**src/rtl/truth_sweep.sv**
```systemverilog
// Truth-table sweeper: steps an N_IN-bit input vector through every value,
// holding each for HOLD cycles, and reports the snapshotted x/y LUT results.
module truth_sweep #(
  parameter int N_IN = 3,
  parameter int HOLD = 1
) (
  input  logic                 clk,
  input  logic                 rst_n,
  input  logic                 start,
  input  logic                 abort,
  input  logic [2**N_IN-1:0]   lut_x,
  input  logic [2**N_IN-1:0]   lut_y,
  output logic [N_IN-1:0]      vec,
  output logic [N_IN-1:0]      res_vec,
  output logic                 x,
  output logic                 y,
  output logic                 valid,
  output logic                 busy,
  output logic                 done,
  output logic [N_IN:0]        count_x,
  output logic [N_IN:0]        count_y
);

  localparam int NV = 2**N_IN;
  localparam logic [N_IN-1:0] LAST_VEC  = N_IN'(NV - 1);
  localparam logic [7:0]      LAST_HOLD = 8'(HOLD - 1);

  typedef enum logic [1:0] {IDLE, RUN, DONE} state_t;

  state_t          state, state_nxt;
  logic [NV-1:0]   snap_x, snap_y;
  logic [7:0]      hold_cnt;
  logic            load, capture, clear;

  always_ff @(posedge clk or negedge rst_n) begin
    if (!rst_n) state <= IDLE;
    else        state <= state_nxt;
  end

  // Abort outranks a capture on the same edge, so it is tested first.
  always_comb begin
    state_nxt = state;
    load      = 1'b0;
    capture   = 1'b0;
    clear     = 1'b0;
    case (state)
      IDLE: if (start) begin
        state_nxt = RUN;
        load      = 1'b1;
      end
      RUN: if (abort) begin
        state_nxt = IDLE;
        clear     = 1'b1;
      end else if (hold_cnt == LAST_HOLD) begin
        capture = 1'b1;
        if (vec == LAST_VEC) state_nxt = DONE;
      end
      DONE: if (start) begin
        state_nxt = RUN;
        load      = 1'b1;
      end
      default: state_nxt = IDLE;
    endcase
  end

  always_ff @(posedge clk or negedge rst_n) begin
    if (!rst_n) begin
      vec      <= '0;
      res_vec  <= '0;
      x        <= 1'b0;
      y        <= 1'b0;
      valid    <= 1'b0;
      count_x  <= '0;
      count_y  <= '0;
      hold_cnt <= '0;
      snap_x   <= '0;
      snap_y   <= '0;
    end else begin
      valid <= capture;
      if (load) begin
        snap_x   <= lut_x;
        snap_y   <= lut_y;
        vec      <= '0;
        hold_cnt <= '0;
        count_x  <= '0;
        count_y  <= '0;
      end else if (clear) begin
        vec      <= '0;
        hold_cnt <= '0;
        count_x  <= '0;
        count_y  <= '0;
      end else if (capture) begin
        res_vec  <= vec;
        x        <= snap_x[vec];
        y        <= snap_y[vec];
        count_x  <= count_x + (N_IN+1)'(snap_x[vec]);
        count_y  <= count_y + (N_IN+1)'(snap_y[vec]);
        hold_cnt <= '0;
        // The final vector stays on vec once the sweep completes.
        if (vec != LAST_VEC) vec <= vec + 1'b1;
      end else if (state == RUN) begin
        hold_cnt <= hold_cnt + 1'b1;
      end
    end
  end

  assign busy = (state == RUN);
  assign done = (state == DONE);

endmodule
```
**config.mk**
```make
export PLATFORM = sky130hd
export DESIGN_NAME = truth_sweep
export DESIGN_NICKNAME = d
export VERILOG_FILES = /design/src/rtl/truth_sweep.sv
export SDC_FILE = /design/constraint.sdc
export NUM_CORES = 1
export LEC_CHECK = 0
export CAP_MARGIN = 25
export CORE_ASPECT_RATIO = 1.5
export CORE_MARGIN = 2
export CORE_UTILIZATION = 50
export DETAILED_ROUTE_END_ITERATION = 12
export GPL_TIMING_DRIVEN = 0
export MAX_ROUTING_LAYER = met4
export PLACE_DENSITY = 0.77
export RECOVER_POWER = 100
export REMOVE_ABC_BUFFERS = 1
export SLEW_MARGIN = 30
export SYNTH_ARGS = -nofsm -noshare
export SYNTH_HDL_FRONTEND = slang
export SYNTH_SLANG_ARGS = --single-unit
```
**constraint.sdc**
```tcl
create_clock -name clk -period 6.7 [get_ports clk]
set_clock_uncertainty 0.2 [all_clocks]
set_input_delay 1.34 -clock clk [delete_from_list [all_inputs] [get_ports clk]]
set_output_delay 1.34 -clock clk [all_outputs]
set_load 0.1 [all_outputs]
```
==> summary.txt <==
Hold path
  – Hold depth: 1
  – Worst hold path class: reg2reg
  – Hold Crit Start: count_y[3]$_DFFE_PN0P_
  – Worst Hold End: count_y[3]$_DFFE_PN0P_

Clock network
  – Clock Sinks: 43
  – Hold_buf cts: 0
  – Post-CTS resize count: 0
  – Clock Path Buffers: 2
  – Clk pin slew, worst setup/hold paths: 80 ps
  – Clock latency on the worst-skew pair: 290 ps
  – Num CTS Buffers: 5
  – CTS H-tree depth: 2
  – Post-CTS Setup Bufs: 0
  – TritonCTS clock tree: built
  – Root buf cell: clkbuf_8

Timing
  – Tcrit/Tclk final: 0.646
  – RSZ-0062 raised after global routing: false
  – Worst-margin pin slew: 1820 ps
  – Final setup fails: 0
  – Slew HR: -0.218
  – Setup ws final: 2370 ps
  – Highest Clock Rate: 231 MHz
  – Final min period: 4330 ps
  – Endpoints failing hold: 0
  – Setup TNS: 0 ps
  – Final Max Tran Viols: 57

Cells and area
  – P&R area growth vs syn: 23.3%
  – Antenna cell count: 0
  – Share of cells above drive strength 1: 0.159
  – Final nets: 235
  – Fill cells: 329

Synthesis
  – Area leader, netlist: dfrtp_1
  – Post-synth EDFFs: 0
  – Number of synthesized register bits: 43
  – Syn Inst Count: 167
  – Post-synth top area share: 0.528
  – Syn_area_per_cell: 12.2 µm²
  – Top-count cell post-synth: dfrtp_1
  – Seq/Total Area, Yosys: 0.528
  – Dominant synthesized flop cell: dfrtp_1
  – Synth async-reset ratio: 1.00
  – Warnings, synthesis: 0
  – Synthesized cell area: 2040 µm²
  – Synth unique cells: 32
  – Commonest cells post-synth: 43 x dfrtp_1, 28 x nand2_1, 18 x mux2_2
  – Synth area leaders: dfrtp_1 53%, mux2_2 10%, nand2_1 5.2%, ha_1 4.9%, mux4_2 4.4%

Setup path
  – Setup slack, reg-to-reg: 3550 ps
  – Worst-case reg-to-reg path depth: 4
  – Crit-path cells: dlygate4sd3_1, nor2b_1, a21oi_1, nand2_1, o21ai_0
  – Startpoint types: input pin
  – Crit path from: start
  – RR Endpoint: hold_cnt[0]$_DFFE_PN0P_
  – Slowest cell delay on critical path: 1390 ps
  – CP max stage cell: nor2b_1
  – RR Startpoint: state[0]$_DFFE_PN0P_
  – Crit Path Max Fanout: 24
  – Worst Path Required: 6670 ps
  – CP endpoint kind: register
  – Setup CP Type: in2reg
  – Worst Path Arrival: 4300 ps

Route
  – DRC viols: 0
  – Via density: 5.60
  – Antenna-violating nets left: 0
  – WL per Instance: 16.1 µm
  – DRT iter0 DRCs: 35
  – Drt total wl: 4080 µm
  – Via Count: 1,417
  – Detailed Routing Iterations Pass 1: 4

Power and ir drop
  – Comb power frac: 0.424
  – Overall power: 925 µW
  – Pwr dens: 368 nW/µm²
  – Clk pwr share: 0.195
  – Switch share: 0.432
  – Leakage power: 0.00119 µW
  – Flop pwr share: 0.382
  – Internal power: 525 µW
  – P_sw: 400 µW
  – Peak supply drop: 0.000294 V

Floorplan
  – Site Rows: 28
  – Die Height: 82.2 µm
  – Ports: 39
  – Die area: 4610 µm²
  – Starting Density: 0.519
  – Die X: 56.1 µm
  – Core area: 3920 µm²

Outcome
  – Failing checks: capacitance limit, slew limit
  – Outcome: complete, but fails checks

Global route
  – Antenna violations before repair: 0
  – M1 GR Usage: 0.218
  – Remaining global-route overflow: 0
  – GR Util met2: 0.365
  – Vias in the first global route: 1,512
  – GRT busiest layer: met2
  – GRT met3 Usage: 0.0452
  – First-pass GRT wire length: 6920 µm
  – Global router's overall resource usage: 0.200
  – Largest net degree at the start of global routing: 32

Placed design
  – Post-DP HPWL: 3010 µm
  – # port buffers: 38
  – RePlAce Congestion: 0.732
  – Post-place setup slack: 2900 ps

Job
  – Max cap viols: 2
## metal layers
metal	wire, µm	share of wire
met5	0	0
met4	37	0.0091
met3	183	0.045
met2	2310	0.57
met1	1550	0.38
## area by class of cell
cell class                      instances  area (µm²)  share of cell area
Inverter                                3        11.3             0.00448
Clock buffer                            8         100              0.0399
Multi-Input combinational cell        115         890               0.354
Timing Repair Buffer                   39         378               0.150
Tap cell                               45        56.3              0.0224
Sequential cell                        43        1080               0.428
## critical path, delay by kind of cell
family | cells | cell delay [ps]
AOI/OAI and AO/OA | 2 | 610
buffers and inverters | 1 | 550
and+or+nand+nor | 2 | 1790
## cell families after synthesis
logic type / count (synthesis) / synth area share
buffers and inverters: 9 / 0.0246
adder cells (fa/ha/maj): 8 / 0.0491
flip-flops: 43 / 0.528
XOR/XNOR: 4 / 0.0172
multiplexers: 26 / 0.163
AO/OA/AOI/OAI: 22 / 0.0725
AND/OR/NAND/NOR: 55 / 0.145
## sequential cells by signal, summed over array words and instances, names as in the netlist, 2 cells and up
register and flops:
count_y 4, vec 3, res_vec 3, snap_y 8, snap_x 8, count_x 4, hold_cnt 8, state 2
## how the worst max path moves through the flow
stage / endpoint / cells after the start
CTS: busy / 2
floorplan: busy / 1
detailed placement: busy / 2
global placement: hold_cnt[7]$_DFFE_PN0P_ / 5
global route: hold_cnt[0]$_DFFE_PN0P_ / 5
finish: hold_cnt[0]$_DFFE_PN0P_ / 5
## placed cells by master, fill, tap and decap left out, types with 4 or more instances in the layout
master,n
nand2_1,28
nor2_1,8
a22o_1,4
clkdlybuf4s50_1,16
dfrtp_1,43
o21ai_0,8
mux2_2,18
a21oi_1,4
mux4_2,4
dlygate4sd3_1,21
ha_1,8
mux2i_1,4
clkbuf_8,7
xor2_1,4
nor2b_1,4
## metrics by stage
stage	util	hold WS [ps]	std cells	area, µm²
6_report	0.640	269	253	2510
4_1_cts	0.652	277	253	2560
3_5_place_dp	0.626	267	245	2460
5_1_grt	0.640	303	253	2510
3_3_place_gp	0.621	265	244	2430
2_1_floorplan	-	275	161	2000
## power groups by stage
stage | Combinational (µW) | Clock [µW] | Sequential [µW]
final | 392 | 180 | 353
after global placement | 395 | 0 | 357
after CTS | 409 | 184 | 356
after detailed placement | 407 | 0 | 361
after floorplan | 134 | 0 | 521
after global routing | 413 | 192 | 361
(Power assumes the default switching activity.)
